`src/rtl/tick_monitor.sv`:
```
// Tick monitor: measures tick-to-tick intervals, flags short/long/missing
// ticks, counts errors and asserts lock after a run of exact intervals.
// Ports:
//   clk_i          clock; all state updates on rising edge
//   rst_ni         asynchronous active-low reset
//   tick_i         carry pulse from tick generator
//   clear_i        synchronous clear of err_count, back to IDLE
//   period_o       last measured interval in clocks
//   period_valid_o one-cycle pulse when period_o updates
//   short_err_o    one-cycle pulse: last interval < EXPECT
//   long_err_o     one-cycle pulse: last interval > EXPECT
//   timeout_o      one-cycle pulse: no tick within EXPECT+SLACK clocks
//   locked_o       high while in LOCKED
//   err_count_o    saturating count of short/long/timeout events
module tick_monitor #(
   parameter int unsigned EXPECT = 65536,
   parameter int unsigned SLACK  = 16,
   parameter int unsigned LOCK_N = 4,
   localparam int unsigned CW    = $clog2(EXPECT + SLACK + 1)
) (
   input  logic          clk_i,
   input  logic          rst_ni,
   input  logic          tick_i,
   input  logic          clear_i,
   output logic [CW-1:0] period_o,
   output logic          period_valid_o,
   output logic          short_err_o,
   output logic          long_err_o,
   output logic          timeout_o,
   output logic          locked_o,
   output logic [7:0]    err_count_o
);

   localparam int unsigned GW = $clog2(LOCK_N + 1);

   localparam logic [CW-1:0] EXP_C = CW'(EXPECT);
   localparam logic [CW-1:0] MAX_C = CW'(EXPECT + SLACK);
   localparam logic [GW-1:0] LCK_C = GW'(LOCK_N);

   typedef enum logic [1:0] {
      IDLE    = 2'd0,
      MEASURE = 2'd1,
      LOCKED  = 2'd2
   } state_t;

   state_t          state_q, state_d;
   logic [CW-1:0]   cnt_q, cnt_d;
   logic [GW-1:0]   run_q, run_d;
   logic [CW-1:0]   period_q, period_d;
   logic            pv_q, pv_d;
   logic            short_q, short_d;
   logic            long_q, long_d;
   logic            to_q, to_d;
   logic [7:0]      err_q, err_d;
   logic            bump;
   logic [GW-1:0]   run_inc;

   // Good-run count saturates at LOCK_N so it never wraps while locked.
   assign run_inc = (run_q == LCK_C) ? LCK_C : run_q + GW'(1);

   always_comb begin
      state_d  = state_q;
      cnt_d    = cnt_q;
      run_d    = run_q;
      period_d = period_q;
      pv_d     = 1'b0;
      short_d  = 1'b0;
      long_d   = 1'b0;
      to_d     = 1'b0;
      err_d    = err_q;
      bump     = 1'b0;
      if (clear_i) begin
         state_d = IDLE;
         cnt_d   = '0;
         run_d   = '0;
         err_d   = '0;
      end else begin
         unique case (state_q)
            IDLE: begin
               if (tick_i) begin
                  state_d = MEASURE;
                  cnt_d   = CW'(1);
               end
            end
            MEASURE, LOCKED: begin
               if (!tick_i) begin
                  if (cnt_q == MAX_C) begin
                     to_d    = 1'b1;
                     bump    = 1'b1;
                     run_d   = '0;
                     cnt_d   = '0;
                     state_d = IDLE;
                  end else begin
                     cnt_d = cnt_q + CW'(1);
                  end
               end else begin
                  period_d = cnt_q;
                  pv_d     = 1'b1;
                  cnt_d    = CW'(1);
                  if (cnt_q == EXP_C) begin
                     run_d = run_inc;
                     if (run_inc == LCK_C) begin
                        state_d = LOCKED;
                     end
                  end else begin
                     short_d = (cnt_q < EXP_C);
                     long_d  = (cnt_q > EXP_C);
                     bump    = 1'b1;
                     run_d   = '0;
                     state_d = MEASURE;
                  end
               end
            end
            default: state_d = IDLE;
         endcase
         if (bump && (err_q != 8'hFF)) begin
            err_d = err_q + 8'd1;
         end
      end
   end

   always_ff @(posedge clk_i or negedge rst_ni) begin
      if (!rst_ni) begin
         state_q  <= IDLE;
         cnt_q    <= '0;
         run_q    <= '0;
         period_q <= '0;
         pv_q     <= 1'b0;
         short_q  <= 1'b0;
         long_q   <= 1'b0;
         to_q     <= 1'b0;
         err_q    <= '0;
      end else begin
         state_q  <= state_d;
         cnt_q    <= cnt_d;
         run_q    <= run_d;
         period_q <= period_d;
         pv_q     <= pv_d;
         short_q  <= short_d;
         long_q   <= long_d;
         to_q     <= to_d;
         err_q    <= err_d;
      end
   end

   assign period_o       = period_q;
   assign period_valid_o = pv_q;
   assign short_err_o    = short_q;
   assign long_err_o     = long_q;
   assign timeout_o      = to_q;
   assign locked_o       = (state_q == LOCKED);
   assign err_count_o    = err_q;

endmodule

```
`config.mk`:
```
export PLATFORM = sky130hd
export DESIGN_NAME = tick_monitor
export DESIGN_NICKNAME = d
export VERILOG_FILES = /design/src/rtl/tick_monitor.sv
export SDC_FILE = /design/constraint.sdc
export NUM_CORES = 1
export LEC_CHECK = 0
export CORE_ASPECT_RATIO = 1.75
export CORE_UTILIZATION = 56
export CTS_CLUSTER_SIZE = 14
export DETAILED_ROUTE_END_ITERATION = 8
export PLACE_DENSITY = 0.87
export SLEW_MARGIN = 30
export SYNTH_ARGS = -nofsm -noshare
export SYNTH_HDL_FRONTEND = slang
export SYNTH_SLANG_ARGS = --single-unit
```
`constraint.sdc`:
```
create_clock -name clk_i -period 5.6 [get_ports clk_i]
set_clock_uncertainty 0.1 [all_clocks]
set_input_delay 0.56 -clock clk_i [delete_from_list [all_inputs] [get_ports clk_i]]
set_output_delay 0.56 -clock clk_i [all_outputs]
set_load 0.03 [all_outputs]
```
==> metrics.txt <==
GRT Total Usage 0.2396; Congestion Overflow GR 0; crit path time final 3.111 ns; die footprint between 4000 and 5000 µm²; Synth Area in Simple Gates 0.2617; vias in the first global route 1922; Hold Vio Cnt, Final 0; # resized after CTS 0; die width 53.52 µm; met2 wire len 2631 µm; status completed; post-synthesis sequential area ratio 0.4906; Post-Synth Adder-Cell Area 0.03848; synthesized area per cell 9.599 µm²; synth-to-layout area growth 17.36%; fin. max-slew vios 0; DPL Wire Length 3694 µm; Yosys reg bits 51; drt via density 5.577; critical path type in -> reg; Startpoint Class input port; met3 wire len 131 µm; TritonCTS clock tree built; Leak 1.347 nW; post-CTS setup buffer count 0; count of input and output buffers 33; Synth area leader dfrtp_1; setup violators final 0; Mapped Cells 271; share of flip-flops with an asynchronous set or reset 1.000; H-tree depth 2; critical path arrival 3.21 ns; placer congestion estimate 0.8291; Final Util 0.6869; proportion of layout cells with a drive suffix above 1 0.06250; Synth top area share 0.4906; drt total wl 5068 µm; largest family of logic cells by synthesized area simple AND/OR/NAND/NOR gates; # hold bufs at CTS 0; EDFF count, synth 0; DR top layer met4; largest net degree at the start of global routing 52; CP Max Fanout 27; TritonRoute pass-1 iters 4; Worst Setup SP clear_i; Hold/Removal Path Class in -> async; XOR/XNOR Fraction of Synth Area 0.06061; Routed Antenna Nets 0; Synth Flop Type dfrtp_1; core area 4444 µm²; PD cells 261.5 nW/µm²; Yosys cell types 42; crit share post-route 0.5555; CTS buffer count 5; maxcap violations 0; worst endpoint required time between 5 and 6 ns; drc violations 0; relative slew slack 0.4177; Skew-Pair Late Insertion Delay 0.31 ns; routed len/inst 14.28 µm; row count 32; last element of the critical path state_q[0]; reg2reg start state_q[0]; Root Driver clkbuf_8; FF-to-FF End state_q[0]; Worst Max-Slew Pin Slew 0.8702 ns; DRT iter0 DRCs 54; met1 WL between 2000 and 2500 µm; Mapped Area around 2600 µm²; clock sinks 51; initial antenna violation count 0; VDD IR max 0.2209 mV; Post-layout nets 315; mux share of post-synthesis cell area 0.02934; synth top area cells dfrtp_1 49%, nand2_1 6.9%, xnor2_1 6.1%, nor2_1 4.9%, ha_1 3.8%; ant diodes 0; syn_nets 283; Die Span Y 92.16 µm; first-pass GRT wire length 8728 µm; CTS clk-pin slew, worst paths ~0.10 ns; clk buf depth 2; setup TNS 0 ns; unrepaired setup endpoints after global routing no; R2R cell count 7; synth warn 0; CP endpoint kind register; Synth Area in Compound Gates 0.08369; FF-to-FF setup slack 3.00 ns; Ports 34; maximum clock frequency around 320 MHz; via count 1980; initial core utilization 0.5853
[layer usage]
layer,vias up,GRT usage
met1,943,0.3005
met4,0,0.1118
met2,39,0.3896
met3,14,0.03483
li1,984,-
met5,-,0
[area by class of cell]
cell class	instances	area, µm²
clock buffer	5	68.82
clock inverter	3	23.77
fill	360	1391
inverter	16	60.06
multi-input combinational	196	1232
sequential	51	1276
tap	51	63.81
timing repair buffer	33	327.8
[synthesized netlist by cell type, drive strengths merged, types with 2 or more instances]
master,count
nand2b,2
a41o,2
nor3,8
inv,16
buf,2
a21o,2
nor4,5
nand2,48
nand4,8
nor4b,2
a211oi,4
nor2b,6
o22ai,2
mux2i,2
dfrtp,51
nand3,8
nor2,34
a21oi,5
and3,3
ha,8
clkbuf,6
o21ai,12
mux2,5
xnor2,18
[power by group]
part	switching, W	internal, W	leakage (nW)
logic	0.000116	0.0000615	0.595
clock network	0.000129	0.0000903	0.0461
registers	0.0000173	0.000384	0.707
total	0.000262	0.000536	1.35
[cell families after synthesis]
group,count (synthesis)
compound gates,32
xor+xnor,18
fa+ha+maj,8
buf+inv,24
flops,51
mux,7
simple gates,131
[through the flow]
step / hold slack (ns) / total power [W] / cells / area [µm²] / setup WS (ns)
6_report: 0.1543 / 0.0007982 / 355 / 3053 / 2.489
5_1_grt: 0.2129 / 0.0008389 / 355 / 3053 / 2.231
4_1_cts: 0.1759 / 0.0008054 / 355 / 3053 / 2.493
3_5_place_dp: 0.3622 / 0.0005867 / 347 / 2960 / 2.155
3_3_place_gp: 0.3603 / 0.0005801 / 347 / 2958 / 2.243
2_1_floorplan: 0.1644 / 0.0005320 / 271 / 2601 / 3.491
[state kept, by name, summed over array words and instances (netlist names)]
name,flops
cnt_q,17
short_err_o,1
timeout_o,1
run_q,3
period_o,17
err_count_o,8
period_valid_o,1
state_q,2
long_err_o,1
[how the worst min path moves through the flow]
stage | end | slack, ns | depth (start not counted)
finish | period_o[13] | 0.15 | 1
global route | period_o[9] | 0.21 | 1
CTS | period_o[13] | 0.18 | 1
detailed placement | period_o[14] | 0.36 | 2
global placement | period_o[14] | 0.36 | 2
floorplan | cnt_q[0] | 0.16 | 0
[critical path, cell delays in order]
cell and delay (ns):
clkdlybuf4s50_1 0.95, nor2b_1 0.22, nand2_1 0.60, inv_1 0.33, o21ai_0 0.17, a21oi_1 0.08, mux2_1 0.29
[cells in the final DEF, fill, tap and decap left out, types with 3 or more instances in the layout]
| master | synthesis | layout |
|---|---|---|
| dfrtp_1 | 51 | 51 |
| nand2_1 | 48 | 48 |
| nor2_1 | 34 | 34 |
| clkdlybuf4s50_1 | 0 | 32 |
| xnor2_1 | 18 | 18 |
| inv_1 | 16 | 16 |
| o21ai_0 | 12 | 12 |
| nand3_1 | 8 | 8 |
| nor3_1 | 8 | 8 |
| ha_1 | 8 | 8 |
| nand4_1 | 7 | 7 |
| nor2b_1 | 5 | 5 |
| clkbuf_8 | 0 | 5 |
| a21oi_1 | 4 | 4 |
| nor4_4 | 3 | 3 |
| mux2_2 | 3 | 3 |
| and3_1 | 3 | 3 |
| a211oi_1 | 3 | 3 |
(Power assumes the default switching activity.)
